--- config.mk ---
export PLATFORM = sky130hd
export DESIGN_NAME = fwd_scoreboard
export DESIGN_NICKNAME = d
export VERILOG_FILES = /design/src/rtl/fwd_scoreboard.sv
export SDC_FILE = /design/constraint.sdc
export NUM_CORES = 1
export LEC_CHECK = 0
export BUFFER_PORTS_ARGS = -buffer_cell sky130_fd_sc_hd__buf_2
export CORE_ASPECT_RATIO = 0.7
export CORE_MARGIN = 2
export CORE_UTILIZATION = 44
export CTS_CLUSTER_SIZE = 40
export DETAILED_ROUTE_END_ITERATION = 7
export HOLD_SLACK_MARGIN = 0.1
export PLACE_DENSITY = 0.81
export SKIP_CTS_REPAIR_TIMING = 1
export SYNTH_ARGS = -nofsm -noshare
export SYNTH_HDL_FRONTEND = slang
export SYNTH_SLANG_ARGS = --single-unit
--- constraint.sdc ---
create_clock -name clk -period 5.8 [get_ports clk]
set_input_delay 1.16 -clock clk [delete_from_list [all_inputs] [get_ports clk]]
set_output_delay 1.16 -clock clk [all_outputs]
set_load 0.1 [all_outputs]
--- src/rtl/fwd_scoreboard.sv ---
// Hazard and forwarding controller: per-stage scoreboard of in-flight destinations
// with Tnew countdown, operand resolution against it, and the Tuse/Tnew D-stage stall.
module fwd_scoreboard #(
   parameter int WIDTH = 32,
   parameter int REGW  = 5,
   parameter int NSRC  = 2,
   parameter int DEPTH = 3,
   parameter int TW    = 2
) (
   input  logic                   clk,
   input  logic                   reset,
   input  logic [NSRC*REGW-1:0]   src_addr,
   input  logic [NSRC*TW-1:0]     src_tuse,
   input  logic [NSRC*WIDTH-1:0]  src_grf,
   input  logic                   iss_valid,
   input  logic [REGW-1:0]        iss_dst,
   input  logic [TW-1:0]          iss_tnew,
   input  logic [DEPTH*WIDTH-1:0] stg_data,
   output logic [NSRC*WIDTH-1:0]  op_data,
   output logic [NSRC*2-1:0]      op_sel,
   output logic [NSRC-1:0]        op_ready,
   output logic                   stall
);

   localparam int IDXW = (DEPTH > 1) ? $clog2(DEPTH) : 1;

   logic [DEPTH-1:0] v_q;
   logic [DEPTH-1:0] v_d;
   logic [REGW-1:0]  dst_q  [DEPTH];
   logic [REGW-1:0]  dst_d  [DEPTH];
   logic [TW-1:0]    tnew_q [DEPTH];
   logic [TW-1:0]    tnew_d [DEPTH];

   logic [NSRC-1:0]  hit_s;
   logic [IDXW-1:0]  hit_idx_s  [NSRC];
   logic [TW-1:0]    hit_tnew_s [NSRC];
   logic [NSRC-1:0]  late_s;
   logic             stall_s;

   function automatic logic [TW-1:0] sat_dec(input logic [TW-1:0] t);
      logic [TW-1:0] r;
      if (t == {TW{1'b0}}) begin
         r = {TW{1'b0}};
      end else begin
         r = t - TW'(1);
      end
      return r;
   endfunction

   // Youngest-match search: scanning old to young lets the youngest overwrite.
   always_comb begin
      for (int k = 0; k < NSRC; k++) begin
         hit_s[k]      = 1'b0;
         hit_idx_s[k]  = {IDXW{1'b0}};
         hit_tnew_s[k] = {TW{1'b0}};
         for (int i = DEPTH - 1; i >= 0; i--) begin
            if (v_q[i] && (dst_q[i] == src_addr[k*REGW +: REGW]) &&
                (src_addr[k*REGW +: REGW] != {REGW{1'b0}})) begin
               hit_s[k]      = 1'b1;
               hit_idx_s[k]  = IDXW'(i);
               hit_tnew_s[k] = tnew_q[i];
            end else begin
               hit_s[k]      = hit_s[k];
               hit_idx_s[k]  = hit_idx_s[k];
               hit_tnew_s[k] = hit_tnew_s[k];
            end
         end
      end
   end

   // Operand select/data/ready and per-operand lateness.
   always_comb begin
      op_data  = {(NSRC*WIDTH){1'b0}};
      op_sel   = {(NSRC*2){1'b0}};
      op_ready = {NSRC{1'b0}};
      late_s   = {NSRC{1'b0}};
      for (int k = 0; k < NSRC; k++) begin
         if (hit_s[k]) begin
            op_sel[k*2 +: 2]          = 2'(hit_idx_s[k]) + 2'd1;
            op_data[k*WIDTH +: WIDTH] = stg_data[int'(hit_idx_s[k])*WIDTH +: WIDTH];
            op_ready[k]               = (hit_tnew_s[k] == {TW{1'b0}});
            // A producer later than this operand's use point cannot be covered downstream.
            late_s[k]                 = (hit_tnew_s[k] > src_tuse[k*TW +: TW]);
         end else begin
            op_sel[k*2 +: 2]          = 2'd0;
            op_data[k*WIDTH +: WIDTH] = src_grf[k*WIDTH +: WIDTH];
            op_ready[k]               = 1'b1;
            late_s[k]                 = 1'b0;
         end
      end
      stall_s = |late_s;
   end

   assign stall = stall_s;

   // Next scoreboard: E loads the issue or a bubble, older stages shift with countdown.
   always_comb begin
      if (stall_s) begin
         v_d[0]    = 1'b0;
         dst_d[0]  = {REGW{1'b0}};
         tnew_d[0] = {TW{1'b0}};
      end else begin
         v_d[0]    = iss_valid && (iss_dst != {REGW{1'b0}});
         dst_d[0]  = iss_dst;
         tnew_d[0] = iss_tnew;
      end
      for (int i = 1; i < DEPTH; i++) begin
         v_d[i]    = v_q[i-1];
         dst_d[i]  = dst_q[i-1];
         tnew_d[i] = sat_dec(tnew_q[i-1]);
      end
   end

   // Scoreboard state register with synchronous reset.
   always_ff @(posedge clk) begin
      if (reset) begin
         v_q <= {DEPTH{1'b0}};
         for (int i = 0; i < DEPTH; i++) begin
            dst_q[i]  <= {REGW{1'b0}};
            tnew_q[i] <= {TW{1'b0}};
         end
      end else begin
         v_q <= v_d;
         for (int i = 0; i < DEPTH; i++) begin
            dst_q[i]  <= dst_d[i];
            tnew_q[i] <= tnew_d[i];
         end
      end
   end

   fwd_scoreboard_chk #(
      .NSRC  (NSRC),
      .DEPTH (DEPTH)
   ) u_chk (
      .clk      (clk),
      .reset    (reset),
      .stall    (stall_s),
      .v        (v_q),
      .op_sel   (op_sel),
      .op_ready (op_ready)
   );

endmodule

// Invariants of the scoreboard: bubbles on stall, empty after reset, sane selects.
module fwd_scoreboard_chk #(
   parameter int NSRC  = 2,
   parameter int DEPTH = 3
) (
   input logic              clk,
   input logic              reset,
   input logic              stall,
   input logic [DEPTH-1:0]  v,
   input logic [NSRC*2-1:0] op_sel,
   input logic [NSRC-1:0]   op_ready
);

   a_reset_empty: assert property (@(posedge clk) $past(reset) |-> (v == {DEPTH{1'b0}}));

   a_stall_bubble: assert property (@(posedge clk) ($past(stall) && !$past(reset)) |-> !v[0]);

   a_stall_not_ready: assert property (@(posedge clk) stall |-> (op_ready != {NSRC{1'b1}}));

   for (genvar k = 0; k < NSRC; k++) begin : g_sel
      a_sel_range: assert property (@(posedge clk) int'(op_sel[k*2 +: 2]) <= DEPTH);
   end

endmodule

==> flow_summary.yaml, run 1 <==
logic_synthesis:
  synth-simple-area-share_pct: 23.7
  synth_compound_area_share_pct: 39.6
  synth-xor-area-share_pct: 6.47
  synth_edf_count: 0
  synth_mux_area_share_pct: 0
  synth_top_area_share_pct: 20.0
  syn-num-nets: 750
  syn_area_sq_um: 4060
  postSynthCellCount: 560
  ys_ff_latch: 24
  yosysTopAreaCell: "o221ai_2"
  synth_top_family_by_area: "compound AO/OA/AOI/OAI gates"
  ys_top_cells_by_count: "inv_1 (103), nand2_1 (76), nand3_1 (74)"
  synth.area.top_cells: "o221ai_2 (20%), o31a_1 (14%), dfxtp_1 (12%)"
  yosys_most_used_dff: "dfxtp_1"
  postSynthAreaPerCell_sq_um: 7.25
  async_reset_ff_share_pct: 0
  synthAdderAreaFrac_pct: 1.85
  yosys_warnings: 0
  netlist-cell-type-count: 30
  seq_area_frac_synth_pct: 11.8
  synthMostInstantiatedCell: "inv_1"
hold_path:
  hp-start: "tnew_q[0][0]"
  hp-class: "reg2reg"
route:
  drtIter0Drc: 488
  vias_per_cell: 5.93
  drc: 0
  drt-met1-wl_um: 6780
  wl_um: 17100
  met3_length_um: 1340
  route.top_layer_used: "met5"
  vias: 5360
  detail_route.wl_per_cell_um: 18.9
  antenna_left: 0
  route.met2.wl_um: 8490
  dr.pass1.iters: 6
sta:
  fmax_mhz: 187
  fin_crit_sh_pct: 92.2
  tns_ns: 0
  period_needed_ns: 5.35
  grt_setup_unrepaired: "false"
  slew_headroom_pct: 43.9
  clock_skew_ns: 0.00434
  maxSlewViolCount: 0
  layout_setup_ws_ns: 0.452
  tightestPinTransition_ns: 0.839
  finalHoldViolations: 0
  finalSetupViolations: 0
worst_setup_path:
  crit_fanout: 33
  critPathBufInv: 2
  cp-end-kind: "output port"
  rr_startpoint: "dst_q[0][9]"
  cp.required_ns: 4.64
  crit_arrival_ns: 4.19
  critPathLaunchType: "primary input"
  crit_type: "in2out"
  critPathTopFamily: "simple AND/OR/NAND/NOR gates"
  path_cells: "buf_2 > xnor2_1 > nand4_1 > nor2_4 > nand2_1 > and2_1 > ha_1 > nor2b_1 > o21ai_0 > a31oi_1 > or2_2 > buf_12"
  max_stage_delay_ns: 0.70
  slowest_stage: "nor2_4"
  crit_start: "src_addr[1]"
placed_design:
  dp_hpwl_um: 13500
  dpl_worst_slack_ns: 0.457
  place_inst: 900
  port_buffers: 254
  place_congestion: 0.944
floorplan:
  io-pin-count: 255
  die_h_um: 84.4
  die_x_um: 119
  die-area_sq_um: 10000
  fp.coreArea_sq_um: 9000
  num_rows: 29
  initial_core_util_pct: 45.1
cts:
  clkSlewWorstSetupHoldPaths_ns: 0.06
  clock_path_buffers: 2
  h-tree-depth: 1
  cts-root-buf: "clkbuf_16"
  clock-sinks: 24
  tritoncts: "done"
  cts-buffers-inserted: 3
  insertion_delay_ns: 0.26
pwr:
  ir_drop_v: 0.000127
  total_power_w: 0.000926
  p_per_area_nw_per_um2: 143
  p_leak_nw: 2.95
run:
  drv_cap: 0
global_routing:
  grt_max_degree: 66
  grt_pass1_wl_um: 26900
  grt_overflow: 0
  antenna_found_initial: 1
  grt_pass1_vias: 5447
  grt_use_total_pct: 32.3
status:
  outcome: "finished, final reports clean"
layout:
  final_cells: 904
  drive_gt1_share_pct: 43.5
  nets: 971
  n_antenna_cell: 0
  fill_cells: 680
  fin_util_pct: 72.0
  area_delta_synth_final_pct: 59.5
## where the power goes
group / switching [W] / leakage, nW / internal, W
logic: 0.000346 / 2.70 / 0.000208
clock network: 0.0000544 / 0.0511 / 0.000137
registers: 0.00000872 / 0.198 / 0.000173
total: 0.000409 / 2.95 / 0.000517
## registers in the layout, summed over array words and instances (netlist names)
name and cells:
v_q 3, tnew_q 6, dst_q 15
## stage by stage
stage          hold slack (ns)  instance area [sq um]
2_1_floorplan            0.400                   4060
3_3_place_gp             0.410                   6370
3_5_place_dp             0.409                   6370
4_1_cts                  0.421                   6470
5_1_grt                  0.453                   6470
6_report                 0.422                   6470
## routing by layer
layer	up-vias	track usage [%]
met5	-	0
met4	2	10.3
met3	52	5.16
met2	348	59.2
met1	2511	38.6
li1	2447	-
## cells in the final DEF (no fill, tap or decap)
master	synthesis	layout
xor2_1	16	16
o211ai_1	7	7
or4_1	1	1
a21oi_1	2	2
o31a_1	64	64
buf_4	0	16
bufinv_16	0	1
nor4_4	0	2
dfxtp_1	24	24
o221ai_1	10	10
clkbuf_16	0	3
nand3_1	74	72
nor4_1	2	2
xnor2_1	14	14
o21ai_0	4	4
nand3_2	0	2
o221ai_2	54	54
and2_1	4	4
a31oi_1	2	2
nor2_4	0	2
nor2b_1	14	14
a22oi_1	2	2
nand2_1	76	76
nor3_1	5	5
buf_12	0	67
ha_1	6	6
nand4_1	2	2
inv_1	103	103
nor4b_1	7	7
buf_2	6	187
o211a_1	4	4
or4_4	2	2
or2_2	3	3
## cells by family after synthesis
group	count (synthesis)
AO/OA/AOI/OAI	149
XOR/XNOR	30
adder cells (fa/ha/maj)	6
buffers and inverters	157
flip-flops	24
AND/OR/NAND/NOR	194
## final cells by class
class                   count  area (sq um)  area share [%]
clock inverters             1          30.0           0.464
inverters                 103           387            5.97
multi-input cells         379          2950            45.6
repair buffers            270          2400            37.0
clock buffers               3          75.1            1.16
flip-flops and latches     24           480            7.42
well taps                 124           155            2.40
## final timing paths
| kind | cells after the start | slack, ns | end |
|---|---|---|---|
| worst max register to register | 11 | 2.64 | tnew_q[0][0] |
| worst max-delay path | 12 | 0.45 | stall |
| worst min-delay path | 1 | 0.42 | tnew_q[0][2] |
| worst min register to register | 1 | 0.42 | tnew_q[0][2] |
## worst reg2reg max path, stage by stage, from the launching register on
cell	delay, ns
dfxtp_1	0.36
xor2_1	0.20
nor4_4	0.28
and2_1	0.60
o211ai_1	0.23
and2_1	0.18
ha_1	0.29
nor2b_1	0.14
o21ai_0	0.14
a31oi_1	0.10
buf_4	0.21
nor4b_1	0.31
Power figures use the tool's default switching activity.
==> inputs of run 2 (changes only) <==
PLACE_DENSITY = 0.8   (was 0.81)
==> run 2 against run 1 <==
Hold slack barely moved. Utilization barely moved. Critical path depth rose by 1. Critical endpoint unchanged.
==> flow_summary.yaml, run 2 (synthesis results as in run 1) <==
layout:
  fill_cells: 722
  nets: 969
  stdcell_area_sq_um: 6470
  top_regs: "dst_q (15), tnew_q (6), v_q (3)"
  layout_commonest_cell: "buf_2"
  area.sequential_sq_um: 480
  final_cells: 902
  largest_reg_flops: 15
  fin_util_pct: 71.9
  n_antenna_cell: 0
  final_cell_mix: "buf_2 (187), inv_1 (103), nand2_1 (76), nand3_1 (72), buf_12 (68)"
  multi_input_area_sq_um: 2950
  area_delta_synth_final_pct: 59.4
  drive_gt1_share_pct: 43.4
  top_register: "dst_q"
global_routing:
  grt_use_total_pct: 31.9
  grt_pass1_vias: 5228
  grt_overflow: 0
  grt_max_degree: 66
  grt_pass1_wl_um: 26400
  antenna_found_initial: 0
floorplan:
  initial_core_util_pct: 45.1
  num_rows: 29
  die_h_um: 84.4
  fp.coreArea_sq_um: 9000
  die_x_um: 119
  die-area_sq_um: 10000
  io-pin-count: 255
placed_design:
  dpl_worst_slack_ns: 0.318
  dp_hpwl_um: 13200
  place_congestion: 0.927
  port_buffers: 254
  postPlaceCellArea_sq_um: 6370
  place_inst: 898
cts:
  clock_path_buffers: 2
  clkSlewWorstSetupHoldPaths_ns: 0.06
  h-tree-depth: 1
  cts-root-buf: "clkbuf_16"
  cts-buffers-inserted: 3
  clock-sinks: 24
  tritoncts: "done"
  insertion_delay_ns: 0.25
route:
  dr.pass1.iters: 8
  vias: 5250
  drtIter0Drc: 640
  antenna_left: 0
  vias_per_cell: 5.82
  drc: 0
  wl_um: 16600
  detail_route.wl_per_cell_um: 18.4
run:
  drv_cap: 0
sta:
  maxSlewViolCount: 0
  layout_setup_ws_ns: 0.393
  finalSetupViolations: 0
  tns_ns: 0
  tightestPinTransition_ns: 0.823
  fmax_mhz: 185
  finalHoldViolations: 0
  fin_crit_sh_pct: 93.2
  period_needed_ns: 5.41
  slew_headroom_pct: 45.1
  clock_skew_ns: 0.00172
  grt_setup_unrepaired: "false"
worst_setup_path:
  crit_type: "in2out"
  crit_fanout: 35
  cp.required_ns: 4.64
  crit_arrival_ns: 4.25
  critPathLaunchType: "primary input"
  cp-end-kind: "output port"
pwr:
  clkPwrFrac_pct: 20.8
  combPwrFrac_pct: 59.6
  internal_power_w: 0.000517
  ir_drop_v: 0.000135
  p_leak_nw: 2.94
  switchingPower_w: 0.000409
  p_seq_share_pct: 19.6
  p_per_area_nw_per_um2: 143
  switching_share_pct: 44.2
status:
  outcome: "finished, final reports clean"
hold_path:
  hp-class: "reg2reg"
## run 2: cell types whose count changed in the layout (fill, tap and decap cells not counted)
cell    before  now
and2_2       0    1
buf_12      67   68
and2_1       4    3
buf_4       16   13
## run 2: through the flow
stage / power, W / hold slack, ns
3_5_place_dp: 0.000736 / 0.412
5_1_grt: 0.000958 / 0.449
6_report: 0.000926 / 0.423
3_3_place_gp: 0.000727 / 0.412
4_1_cts: 0.000928 / 0.421
2_1_floorplan: 0.000504 / 0.400
## run 2: final cells by class
type,count,share of cell area (%)
clock buffers,3,1.16
clock inverters,1,0.464
inverters,103,5.97
multi-input cells,379,45.6
flip-flops and latches,24,7.42
well taps,124,2.40
repair buffers,268,37.0
## run 2: worst max-delay path, cell delays in order
cell      delay, ns
buf_2          0.13
or4_4          0.55
o211a_1        0.23
buf_4          0.25
nand3_1        0.13
o211ai_1       0.11
and2_1         0.18
ha_1           0.28
nor2b_1        0.11
o21ai_0        0.08
a31oi_1        0.57
or2_2          0.27
buf_12         0.18
## run 2: path summary, 6_finish.rpt
check | from | endpoint | slack, ns | cells after the start
min | tnew_q[0][0] | tnew_q[0][2] | 0.42 | 1
max reg2reg | dst_q[0][1] | tnew_q[0][0] | 2.62 | 10
max | src_addr[0] | stall | 0.39 | 13
min reg2reg | tnew_q[0][0] | tnew_q[0][2] | 0.42 | 1
## run 2: per-layer routing
layer	vias to the layer above	track usage, %	share of wire [%]
li1	2440	-	-
met1	2472	39.3	39
met2	308	58.0	50
met3	30	5.50	8.9
met4	0	7.25	1.7
met5	-	0	0
## run 2: power by group through the flow
stage,Sequential [W],Clock [W],Combinational [W]
5_1_grt,0.000182,0.000202,0.000574
4_1_cts,0.000181,0.000195,0.000552
3_5_place_dp,0.000185,0,0.000551
2_1_floorplan,0.000181,0,0.000323
6_report,0.000182,0.000193,0.000552
3_3_place_gp,0.000185,0,0.000542
==> inputs of run 3 (changes only) <==
SYNTH_HIERARCHICAL = 1   (was unset)
==> run 3 against run 2 <==
Sequential share of layout area barely moved. Setup slack improved by 0.0017 ns. Register-to-register slack got worse by 0.06 ns. Via count rose by 0.19%. Global-route usage rose by 0.51 points. Flip-flop and latch count did not move. Synthesized cell count did not move. Non-clock buffer count rose by 1. Clock power rose by 4%. Critical endpoint unchanged.
==> flow_summary.yaml, run 3 <==
cts:
  cts-root-buf: "clkbuf_16"
  tritoncts: "done"
  h-tree-depth: 1
  insertion_delay_ns: 0.26
  clkSlewWorstSetupHoldPaths_ns: 0.07
  clock_path_buffers: 2
  clock-sinks: 24
  cts-buffers-inserted: 3
sta:
  tightestPinTransition_ns: 0.842
  period_needed_ns: 5.41
  finalSetupViolations: 0
  tns_ns: 0
  slew_headroom_pct: 43.9
  clock_skew_ns: 0.00444
  hold_ws_ns: 0.429
  grt_setup_unrepaired: "false"
  maxSlewViolCount: 0
  fin_crit_sh_pct: 93.2
  finalHoldViolations: 0
  fmax_mhz: 185
logic_synthesis:
  synth_edf_count: 0
  synth.area.top_cells: "o221ai_2 (20%), o31a_1 (14%), dfxtp_1 (12%)"
  synthMostInstantiatedCell: "inv_1"
  syn_area_sq_um: 4060
  netlist-cell-type-count: 30
  postSynthCellCount: 560
  seq_area_frac_synth_pct: 11.8
  async_reset_ff_share_pct: 0
  yosys_warnings: 6
  ys_ff_latch: 24
  synth_top_area_share_pct: 20.0
  ys_top_cells_by_count: "inv_1 (103), nand2_1 (76), nand3_1 (74)"
  yosysTopAreaCell: "o221ai_2"
  syn-num-nets: 750
  postSynthAreaPerCell_sq_um: 7.25
  yosys_most_used_dff: "dfxtp_1"
route:
  drtIter0Drc: 451
  vias: 5260
  antenna_left: 0
  wl_um: 16900
  vias_per_cell: 5.82
  dr.pass1.iters: 6
  drc: 0
  detail_route.wl_per_cell_um: 18.7
worst_setup_path:
  crit_fanout: 18
  cp.required_ns: 4.64
  reg2regPathDepth: 11
  crit_arrival_ns: 4.25
  r2r_setup_slack_ns: 2.56
  rr_startpoint: "dst_q[0][6]"
  crit_top_cell: "and2_1"
  crit_start: "src_addr[5]"
  max_stage_delay_ns: 0.55
  slowest_stage: "or4_4"
  cp-end-kind: "output port"
  critPathLaunchType: "primary input"
  r2r_end: "tnew_q[0][0]"
  path_cells: "buf_2 > or4_4 > o211a_1 > and2_1 > o211ai_1 > and2_1 > ha_1 > nor2b_1 > o21ai_0 > a31oi_1 > buf_4 > or2_2 > buf_12"
  critPathCapture: "stall"
  crit_type: "in2out"
global_routing:
  grt_pass1_vias: 5248
  grt_overflow: 0
  grt_pass1_wl_um: 26600
  grt_use_total_pct: 32.4
  grt_max_degree: 66
  antenna_found_initial: 1
pwr:
  ir_drop_v: 0.000133
  p_per_area_nw_per_um2: 144
  p_leak_nw: 2.94
placed_design:
  postPlaceCellArea_sq_um: 6370
  place_congestion: 0.970
  port_buffers: 254
  dp_hpwl_um: 13600
run:
  drv_cap: 0
floorplan:
  initial_core_util_pct: 45.1
  fp.coreArea_sq_um: 9000
  die_x_um: 119
  die_h_um: 84.4
  num_rows: 29
  io-pin-count: 255
  die-area_sq_um: 10000
layout:
  nets: 970
  top_register: "dst_q"
  top_regs: "dst_q (15), tnew_q (6), v_q (3)"
  area_delta_synth_final_pct: 59.7
  largest_reg_flops: 15
  layout_commonest_cell: "buf_2"
  stdcell_area_sq_um: 6480
  drive_gt1_share_pct: 43.4
  final_cell_mix: "buf_2 (187), inv_1 (103), nand2_1 (76), nand3_1 (72), buf_12 (68)"
hold_path:
  hp-class: "reg2reg"
status:
  outcome: "finished, final reports clean"
run 3: routing by layer:
layer  share of wire [%]  vias up  wire [um]  track usage [%]
li1                    -     2445          -                -
met1                  39     2427       6660             39.8
met2                  48      349       8140             56.5
met3                  10       39       1760             7.95
met4                 2.3        0        382             8.87
met5                   0        -          0                0
run 3: power by group:
part / switching [W] / leakage [nW] / internal, W
Combinational: 0.000347 / 2.69 / 0.000208
Sequential: 0.00000939 / 0.198 / 0.000173
Clock: 0.0000624 / 0.0511 / 0.000137
run 3: cell families (layout without fill, tap and decap cells):
logic type / after synthesis / in the layout / synth area share [%]
buffers and inverters: 157 / 376 / 16.5
flip-flops: 24 / 24 / 11.8
other: 0 / 1 / 0
adder cells (fa/ha/maj): 6 / 6 / 1.85
AND/OR/NAND/NOR: 194 / 194 / 23.7
XOR/XNOR: 30 / 30 / 6.47
AO/OA/AOI/OAI: 149 / 149 / 39.6
run 3: worst min-delay path by stage:
| stage | start | endpoint | cells past startpoint |
|---|---|---|---|
| 2_1_floorplan | tnew_q[0][0] | tnew_q[0][2] | 1 |
| 3_3_place_gp | tnew_q[0][0] | tnew_q[0][2] | 1 |
| 3_5_place_dp | tnew_q[0][0] | tnew_q[0][2] | 1 |
| 4_1_cts | tnew_q[0][0] | tnew_q[0][2] | 1 |
| 5_1_grt | tnew_q[0][0] | tnew_q[0][2] | 1 |
| 6_report | tnew_q[0][0] | tnew_q[0][2] | 1 |
run 3: through the flow:
stage | total power, W | utilization [%] | std cells | setup WS (ns)
6_report | 0.000937 | 72.0 | 904 | 0.394
5_1_grt | 0.000969 | 72.0 | 904 | 0.269
4_1_cts | 0.000937 | 72.0 | 903 | 0.435
3_5_place_dp | 0.000738 | 70.8 | 899 | 0.448
3_3_place_gp | 0.000729 | 70.8 | 899 | 0.554
2_1_floorplan | 0.000504 | - | 560 | 0.0770
run 3: worst max-delay path, delay by kind of cell:
family	cells	cell delay, ns
AO/OA/AOI/OAI	4	0.78
buffers and inverters	3	0.50
AND/OR/NAND/NOR	5	1.55
adder cells (fa/ha/maj)	1	0.24
run 3: layout make-up:
class                   instances  area, sq um
fillers                       707         2520
inverters                     103          387
multi-input cells             379         2950
flip-flops and latches         24          480
clock buffers                   3         75.1
repair buffers                269         2400
well taps                     124          155
clock inverters                 1         30.0
diodes                          1         2.50
